### src/rtl/mem_sys_pkg.sv
// Package: mem_sys_pkg
// Shared memory-system widths, nominal access latencies and the latency-queue entry type.
// SEG_W matches the core configuration's SIZE_CORE_LOG value.
package mem_sys_pkg;

  localparam int SEG_W = 4;

  localparam int DELAY_W    = 10;

  localparam int L1_DELAY   = 1;
  localparam int L2_DELAY   = 20;
  localparam int DRAM_DELAY = 400;

  typedef struct packed {
    logic [SEG_W-1:0]   seg;
    logic [DELAY_W-1:0] cnt;
  } lat_entry_t;

endpackage

### src/rtl/mem_lat_slot.sv
// Module: mem_lat_slot
// One latency-queue entry: loads {seg, cnt} on push, then counts the remaining
// latency down to zero and holds there. The zero flag marks the entry as complete.
module mem_lat_slot
  import mem_sys_pkg::*;
(
  input  logic             clk,
  input  logic             reset,
  input  logic             load,
  input  lat_entry_t       load_entry,
  output logic [SEG_W-1:0] seg,
  output logic             zero
);

  lat_entry_t entry;

  // Load a fresh entry on push; otherwise saturating down-count of the remaining latency.
  always_ff @(posedge clk) begin
    if (reset) begin
      entry <= '0;
    end else if (load) begin
      entry <= load_entry;
    end else if (entry.cnt != '0) begin
      entry.cnt <= entry.cnt - DELAY_W'(1);
    end
  end

  assign seg  = entry.seg;
  assign zero = (entry.cnt == '0);

endmodule

### src/rtl/mem_latency_queue.sv
// Module: mem_latency_queue
// In-order queue that holds each memory request until its looked-up latency has
// elapsed, then hands it back to the SIMD core in issue order. Stalls the lookup
// stage when full.
// Optional build macro MEM_LAT_STATS_EN adds saturating request/stall counters and
// a peak-occupancy register.
module mem_latency_queue
  import mem_sys_pkg::*;
#(
  parameter int DEPTH     = 8,
  parameter int DEPTH_LOG = 3
) (
  input  logic               clk,
  input  logic               reset,
  input  logic               req_valid,
  input  logic [SEG_W-1:0]   req_seg,
  input  logic [DELAY_W-1:0] req_delay,
  output logic               req_ready,
  output logic               stall_out,
  output logic               rsp_valid,
  output logic [SEG_W-1:0]   rsp_seg,
  input  logic               rsp_ready,
  output logic [DEPTH_LOG:0] occupancy
`ifdef MEM_LAT_STATS_EN
  ,
  output logic [31:0]        stat_req,
  output logic [31:0]        stat_stall,
  output logic [DEPTH_LOG:0] stat_maxocc
`endif
);

  logic [DEPTH_LOG-1:0] wr_ptr;
  logic [DEPTH_LOG-1:0] rd_ptr;
  logic [DEPTH_LOG:0]   occ_next;
  logic                 empty;
  logic                 full;
  logic                 push;
  logic                 pop;
  lat_entry_t           push_entry;
  logic [SEG_W-1:0]     slot_seg [DEPTH];
  logic [DEPTH-1:0]     slot_zero;

  assign empty      = (occupancy == '0);
  assign full       = (occupancy == (DEPTH_LOG+1)'(DEPTH));
  assign req_ready  = ~full;
  assign stall_out  = full;
  assign rsp_valid  = ~empty & slot_zero[rd_ptr];
  assign rsp_seg    = empty ? '0 : slot_seg[rd_ptr];
  assign push       = req_valid & req_ready;
  assign pop        = rsp_valid & rsp_ready;
  assign push_entry = '{seg: req_seg, cnt: req_delay};

  for (genvar i = 0; i < DEPTH; i++) begin : g_slot
    mem_lat_slot u_slot (
      .clk        (clk),
      .reset      (reset),
      .load       (push && (wr_ptr == DEPTH_LOG'(i))),
      .load_entry (push_entry),
      .seg        (slot_seg[i]),
      .zero       (slot_zero[i])
    );
  end

  // Occupancy after this edge; a push and a pop in the same cycle cancel out.
  always_comb begin
    occ_next = occupancy;
    case ({push, pop})
      2'b10:   occ_next = occupancy + (DEPTH_LOG+1)'(1);
      2'b01:   occ_next = occupancy - (DEPTH_LOG+1)'(1);
      default: occ_next = occupancy;
    endcase
  end

  // Pointer and occupancy bookkeeping; pointers wrap explicitly from DEPTH-1 back to 0.
  always_ff @(posedge clk) begin
    if (reset) begin
      wr_ptr    <= '0;
      rd_ptr    <= '0;
      occupancy <= '0;
    end else begin
      occupancy <= occ_next;
      if (push) begin
        wr_ptr <= (wr_ptr == DEPTH_LOG'(DEPTH-1)) ? '0 : wr_ptr + DEPTH_LOG'(1);
      end
      if (pop) begin
        rd_ptr <= (rd_ptr == DEPTH_LOG'(DEPTH-1)) ? '0 : rd_ptr + DEPTH_LOG'(1);
      end
    end
  end

`ifdef MEM_LAT_STATS_EN
  // Saturating push/stall counters and the peak occupancy seen since reset.
  always_ff @(posedge clk) begin
    if (reset) begin
      stat_req    <= '0;
      stat_stall  <= '0;
      stat_maxocc <= '0;
    end else begin
      if (push && (stat_req != '1)) begin
        stat_req <= stat_req + 32'd1;
      end
      if (req_valid && !req_ready && (stat_stall != '1)) begin
        stat_stall <= stat_stall + 32'd1;
      end
      if (occ_next > stat_maxocc) begin
        stat_maxocc <= occ_next;
      end
    end
  end
`endif

endmodule

### config.mk
export PLATFORM = sky130hd
export DESIGN_NAME = mem_latency_queue
export DESIGN_NICKNAME = d
export VERILOG_FILES = /design/src/rtl/mem_sys_pkg.sv /design/src/rtl/mem_lat_slot.sv /design/src/rtl/mem_latency_queue.sv
export SDC_FILE = /design/constraint.sdc
export NUM_CORES = 1
export LEC_CHECK = 0
export BUFFER_PORTS_ARGS = -buffer_cell sky130_fd_sc_hd__buf_2
export CAP_MARGIN = 20
export CORE_ASPECT_RATIO = 0.7
export CORE_MARGIN = 1.5
export CORE_UTILIZATION = 60
export DETAILED_ROUTE_END_ITERATION = 7
export PLACE_DENSITY = 0.75
export SKIP_CTS_REPAIR_TIMING = 1
export SLEW_MARGIN = 20
export SYNTH_ARGS = -nofsm -noshare
export SYNTH_HDL_FRONTEND = slang
export SYNTH_SLANG_ARGS = --single-unit
### constraint.sdc
create_clock -name clk -period 5.06 [get_ports clk]
set_input_delay 0.759 -clock clk [delete_from_list [all_inputs] [get_ports clk]]
set_output_delay 0.759 -clock clk [all_outputs]
set_load 0.01 [all_outputs]
# Yosys cells after proc, flatten, opt, wreduce, memory -nomap -nowiden
# Cells that the tools add are included.
[classes]
addsub = 12
bitwise = 6
mux = 25
eq_ne = 11
reduce_logical = 35
n_lt_le_gt_ge = 2
[ops]
columns = ["op", "n"]
rows = [
  ["10-bit 2-to-1 mux", 16],
  ["10-bit zero test", 8],
  ["10-bit nonzero test", 8],
  ["10-bit by 1-bit subtractor with 10-bit output (second input constant)", 8],
  ["2-bit nonzero test", 9],
  ["3-bit equality test (second input constant)", 5],
  ["4-bit binary-select mux with 3-bit select", 1],
  ["4-bit 2-to-1 mux", 3],
  ["1-bit logical AND", 8],
  ["4-bit one-hot mux with 2 select lines", 1],
  ["3-bit by 1-bit adder with 3-bit output (second input constant)", 2],
  ["3-bit by 2-bit equality test with 1-bit output (second input constant)", 2],
  ["3-bit 2-to-1 mux", 2],
  ["4-bit by 1-bit adder with 4-bit output (second input constant)", 1],
  ["4-bit equality test (second input constant)", 1],
  ["4-bit greater-or-equal comparator (second input constant)", 1],
  ["4-bit zero test", 1],
  ["3-bit by 4-bit < comparator with 1-bit output (second input constant)", 1],
  ["3-bit inverter with 4-bit output", 1],
  ["4-bit by 1-bit subtractor with 4-bit output (second input constant)", 1],
  ["1-bit AND", 3],
  ["1-bit binary-select mux with 3-bit select", 1],
  ["3-bit by 1-bit equality test with 1-bit output (second input constant)", 1],
  ["3-bit zero test", 1],
  ["other kinds (4)", 5],
]
[totals]
out_inout_bits = 11
regBits = 122
in_bits = 18

# Depth between registers and ports, before layout
[logic_depth]
ltp_word = 7
depth_mapped = 13

# By module
# Synthesis repeated with hierarchy kept, for this count alone.
[unflattened]
cells_unflattened = 774
area_unflattened_um2 = 7098.1
[modules_own_cells]
columns = ["module", "seq_area_each_um2", "area_each_um2", "cells_each", "n_inst"]
rows = [
  ["mem_lat_slot", 280.3, 753.2, 83, 8],
  ["mem_latency_queue", 200.2, 1072.3, 110, 1],
]

# Least setup slack after synthesis
# Ideal clock, no wire load.
[synth_path]
path_kind = "reg2reg"
from = "register g_slot[5].u_slot.entry[0] (netlist bit)"
to = "register occupancy[3]"
arrival_ns = 3.221
setup_ns = 0.070
required_time_ns = 4.990
setup_slack_ns = 1.769
path_stages_with_launch = 14
path_cell_list = "dfxtp_1 > inv_1 > ha_1 > nor4b_1 > or4b_1 > a22o_1 > and4bb_4 > ha_1 > ha_1 > a21o_1 > a21oi_1 > xnor2_1 > or3_1 > a21oi_1"
[synth_between]
elab_chain_len = 7
elab_cells_between_ends = 9
classes_between = "2 x eq/ne; 3 x mux; 2 x bitwise; 2 x reduce/logical"
[synth_rtl]
columns = ["item", "line_no", "rtl"]
rows = [
  ["from (decl)", "mem_lat_slot.sv:15", "lat_entry_t entry;"],
  ["from (signal assigned)", "mem_lat_slot.sv:22", "entry <= load_entry;"],
  ["10-bit zero test *", "mem_lat_slot.sv:29", "assign zero = (entry.cnt == '0);"],
  ["1-bit binary-select mux with 3-bit select *", "mem_latency_queue.sv:47", "assign rsp_valid = ~empty & slot_zero[rd_ptr];"],
  ["1-bit 2-to-1 mux (not written as such) *", "mem_latency_queue.sv:47", ""],
  ["1-bit AND *", "mem_latency_queue.sv:47", ""],
  ["1-bit AND *", "mem_latency_queue.sv:50", "assign pop = rsp_valid & rsp_ready;"],
  ["net pop", "mem_latency_queue.sv:38", "logic pop;"],
  ["2-bit by 1-bit equality test with 1-bit output / 2-bit equality test (equally long branches)", "mem_latency_queue.sv:67", "case ({push, pop})"],
  ["4-bit one-hot mux with 2 select lines / 2-bit nonzero test (equally long branches)", "-", ""],
  ["to (signal assigned)", "mem_latency_queue.sv:81", "occupancy <= occ_next;"],
  ["to (decl)", "mem_latency_queue.sv:23", "output logic [DEPTH_LOG:0] occupancy"],
]
# Mark *: on every way through the listed nets, which the timed path passes. The rest lies on a longest branch. The select of a mux whose other input is x is not followed.
# A chain may end at the register's enable or synchronous reset.

# Worst setup path in the final report
[layout_path]
from = "register g_slot[1].u_slot.entry[0] (netlist bit)"
to = "register occupancy[3]"
[layout_between]
elab_chain_len = 7
elab_cells_between_ends = 9
classes_between = "2 x eq/ne; 3 x mux; 2 x bitwise; 2 x reduce/logical"
[layout_rtl]
columns = ["item", "line_no"]
rows = [
  ["from (decl)", "mem_lat_slot.sv:15"],
  ["from (signal assigned)", "mem_lat_slot.sv:22"],
  ["10-bit zero test *", "mem_lat_slot.sv:29"],
  ["1-bit binary-select mux with 3-bit select *", "mem_latency_queue.sv:47"],
  ["1-bit 2-to-1 mux (not written as such) *", "mem_latency_queue.sv:47"],
  ["1-bit AND *", "mem_latency_queue.sv:47"],
  ["1-bit AND *", "mem_latency_queue.sv:50"],
  ["net pop", "mem_latency_queue.sv:38"],
  ["2-bit by 1-bit equality test with 1-bit output / 2-bit equality test (equally long branches)", "mem_latency_queue.sv:67"],
  ["4-bit one-hot mux with 2 select lines / 2-bit nonzero test (equally long branches)", "-"],
]
# Marks and branches as above.

==> results.json <==
{
  "status": "complete, no violations",
  "antenna_found_initial": 0,
  "clkTransAtPathRegs_ns": 0.06,
  "cts_tree": "yes",
  "crit_arrival_ns": 4.09,
  "r2r_slack_ns": 1.32,
  "num_rows": 31,
  "clockBufferDepth": 2,
  "drt_iter0_drc": 551,
  "finalWorstPathRequiredPeriod_ns": 3.74,
  "ys_ff_latch": 122,
  "die_y_um": 90.4,
  "netlist_instances": 822,
  "powerDensity_nw_per_um2": 617,
  "relSlewSlack_pct": 42.4,
  "ys_types": 48,
  "first_pass_iters": 5,
  "layout.cells.most_common_list": "156 x nand2_1, 122 x dfxtp_1, 87 x a21oi_1",
  "power_mw": 4.48,
  "setup_tns_ns": 0,
  "r2r_cells": 13,
  "final_nets": 866,
  "hold_depth": 2,
  "rsz0062_at_grt": "no",
  "numCtsBuffers": 17,
  "setup_violations": 0,
  "hold_viol": 0,
  "rr_startpoint": "g_slot[1].u_slot.entry[0]$_SDFFE_PP0P_",
  "drcViolationCount": 0,
  "ys_seq_area_share_pct": 37.3,
  "worst-setup-path-type": "flop to flop",
  "synthArstFlopShare_pct": 0,
  "portBuffers": 28,
  "max_freq_mhz": 267,
  "p_leak_nw": 2.79,
  "synthToLayoutAreaGrowth_pct": 10.9,
  "irDropWorstVdd_mv": 0.323,
  "crit_path_end_kind": "flop",
  "dieArea_sq_um": 11600,
  "numClockSinks": 122,
  "crit_required_ns": 5.41,
  "track_usage_pct": 31.5,
  "r2r-end": "occupancy[3]$_SDFFE_PP0P_",
  "synth_nets": 868,
  "min_from": "g_slot[4].u_slot.seg[0]$_SDFFE_PP0P_",
  "core_sq_um": 10500,
  "ant_nets": 0,
  "finalCritPeriodShare_pct": 74.0,
  "die_w_um": 128,
  "cts.htree.levels": 4,
  "cts-root-buf": "clkbuf_16",
  "finClkSkew_ns": 0.00997,
  "cp-start-kind": "flop",
  "io_pins": 29,
  "layout_commonest_cell": "nand2_1",
  "drive_above_1_share_pct": 9.96,
  "worstSkewPairLatency_ns": 0.42,
  "initial_core_util_pct": 62.5,
  "cp_max_fo": 10,
  "syn_area_sq_um": 6550,
  "wire_per_inst_um": 18.1,
  "synth_edf_count": 0,
  "drv_cap": 0,
  "grt.overflow.total": 0,
  "diodes": 0,
  "grt_max_degree": 82,
  "min_to": "g_slot[4].u_slot.seg[0]$_SDFFE_PP0P_",
  "maxSlewViolCount": 0,
  "place_congestion": 0.859,
  "vias": 5955,
  "via_per_inst": 6.17,
  "tightest_slew_ns": 0.863,
  "wl_um": 17400,
  "grt_pass1_wl_um": 28500,
  "fillers": 832,
  "dp.final_hpwl_um": 11400,
  "synth_ff_type": "dfxtp_1",
  "setup.worst_path.start": "g_slot[1].u_slot.entry[0]$_SDFFE_PP0P_",
  "grt_pass1_vias": 5494,
  "yosys_warnings": 0,
  "avgSynthCellArea_sq_um": 7.96,
  "hold_class": "flop to flop"
}
## power by group
group / leakage (nW) / internal (mW) / switching [mW]
clock network: 0.271 / 0.748 / 0.454
logic: 1.51 / 0.816 / 0.986
registers: 1.00 / 1.23 / 0.252
total: 2.79 / 2.79 / 1.69
## state kept, by name, indices dropped and copies added, names as in the netlist
signal	flops
rd_ptr	3
g_slot.u_slot.seg	32
occupancy	4
g_slot.u_slot.entry	80
wr_ptr	3
## cells in the mapped netlist (2+ instances only)
master,n,area share (%)
nand2_1,156,8.9
dfxtp_1,122,37
a21oi_1,87,6.7
nor2_1,78,4.5
clkbuf_1,37,2.1
a211oi_1,34,3.9
nand3_1,34,2.6
inv_1,31,1.8
ha_1,27,5.2
xnor2_1,23,3.1
xor2_1,22,2.9
nor3_1,18,1.4
nor4_1,15,1.4
clkbuf_2,14,1.1
o211ai_1,11,1.3
nor3b_1,9,1.0
a311oi_1,8,1.1
mux4_2,8,2.8
nand3b_1,8,0.92
or4_1,8,0.92
mux2_2,7,1.2
nand2b_1,7,0.67
nor4b_1,7,0.94
nand4b_1,6,0.80
o31ai_1,5,0.57
and2_1,4,0.38
and3_1,4,0.38
mux2i_1,4,0.61
or3_1,4,0.38
a22oi_1,2,0.23
a31oi_1,2,0.19
a41oi_1,2,0.27
o21ai_0,2,0.15
o31a_1,2,0.27
## worst max-delay path, stage by stage, from the launching register on
cell and delay [ns]:
dfxtp_1 0.32, inv_1 0.12, ha_1 0.15, nor4b_1 0.42, nand3b_1 0.44, o2111ai_1 0.54, and4bb_4 0.33, ha_1 0.19
ha_1 0.24, a21o_1 0.17, a21oi_1 0.19, xnor2_1 0.10, or3_1 0.31, a21oi_1 0.14
## through the flow
step                      std cells  instance area, sq um  worst slack (ns)  utilization (%)  hold WS (ns)
after global routing            965                  7260              1.16             69.3         0.473
after global placement          932                  6660              1.53             63.6         0.440
after floorplan                 822                  6550              1.77                -         0.433
after CTS                       964                  7240              1.40             69.2         0.452
final                           965                  7260              1.32             69.3         0.452
after detailed placement        932                  6660              1.41             63.6         0.445
## layout make-up
cell class | count | area (sq um) | share of cell area [%]
clock buffer | 21 | 460 | 6.34
clock inverter | 11 | 121 | 1.67
inverter | 31 | 116 | 1.60
multi-input combinational | 616 | 3780 | 52.1
sequential | 122 | 2440 | 33.6
tap | 132 | 165 | 2.28
timing repair buffer | 32 | 173 | 2.38
## how the worst max path moves through the flow
stage	end	slack [ns]	cells after the start
floorplan	occupancy[3]$_SDFFE_PP0P_	1.77	13
global placement	occupancy[3]$_SDFFE_PP0P_	1.53	13
detailed placement	occupancy[3]$_SDFFE_PP0P_	1.41	13
CTS	occupancy[3]$_SDFFE_PP0P_	1.40	13
global route	occupancy[3]$_SDFFE_PP0P_	1.16	13
finish	occupancy[3]$_SDFFE_PP0P_	1.32	13
## logic make-up after synthesis
logic type / after synthesis / synth area share, %
buffers and inverters: 84 / 5.10
adders and majority gates: 28 / 5.47
DFF: 122 / 37.3
xor gates and xnor gates: 45 / 6.02
and+or+nand+nor: 364 / 26.2
muxes: 20 / 4.80
AOI/OAI and AO/OA: 159 / 15.1
## routing by layer
| layer | track usage, % | share of wire (%) | vias up |
|---|---|---|---|
| li1 | - | - | 2882 |
| met1 | 43.3 | 45 | 2814 |
| met2 | 48.8 | 45 | 216 |
| met3 | 7.35 | 8.0 | 43 |
| met4 | 10.6 | 2.6 | 0 |
| met5 | 0 | 0 | - |
Power figures use the tool's default switching activity.
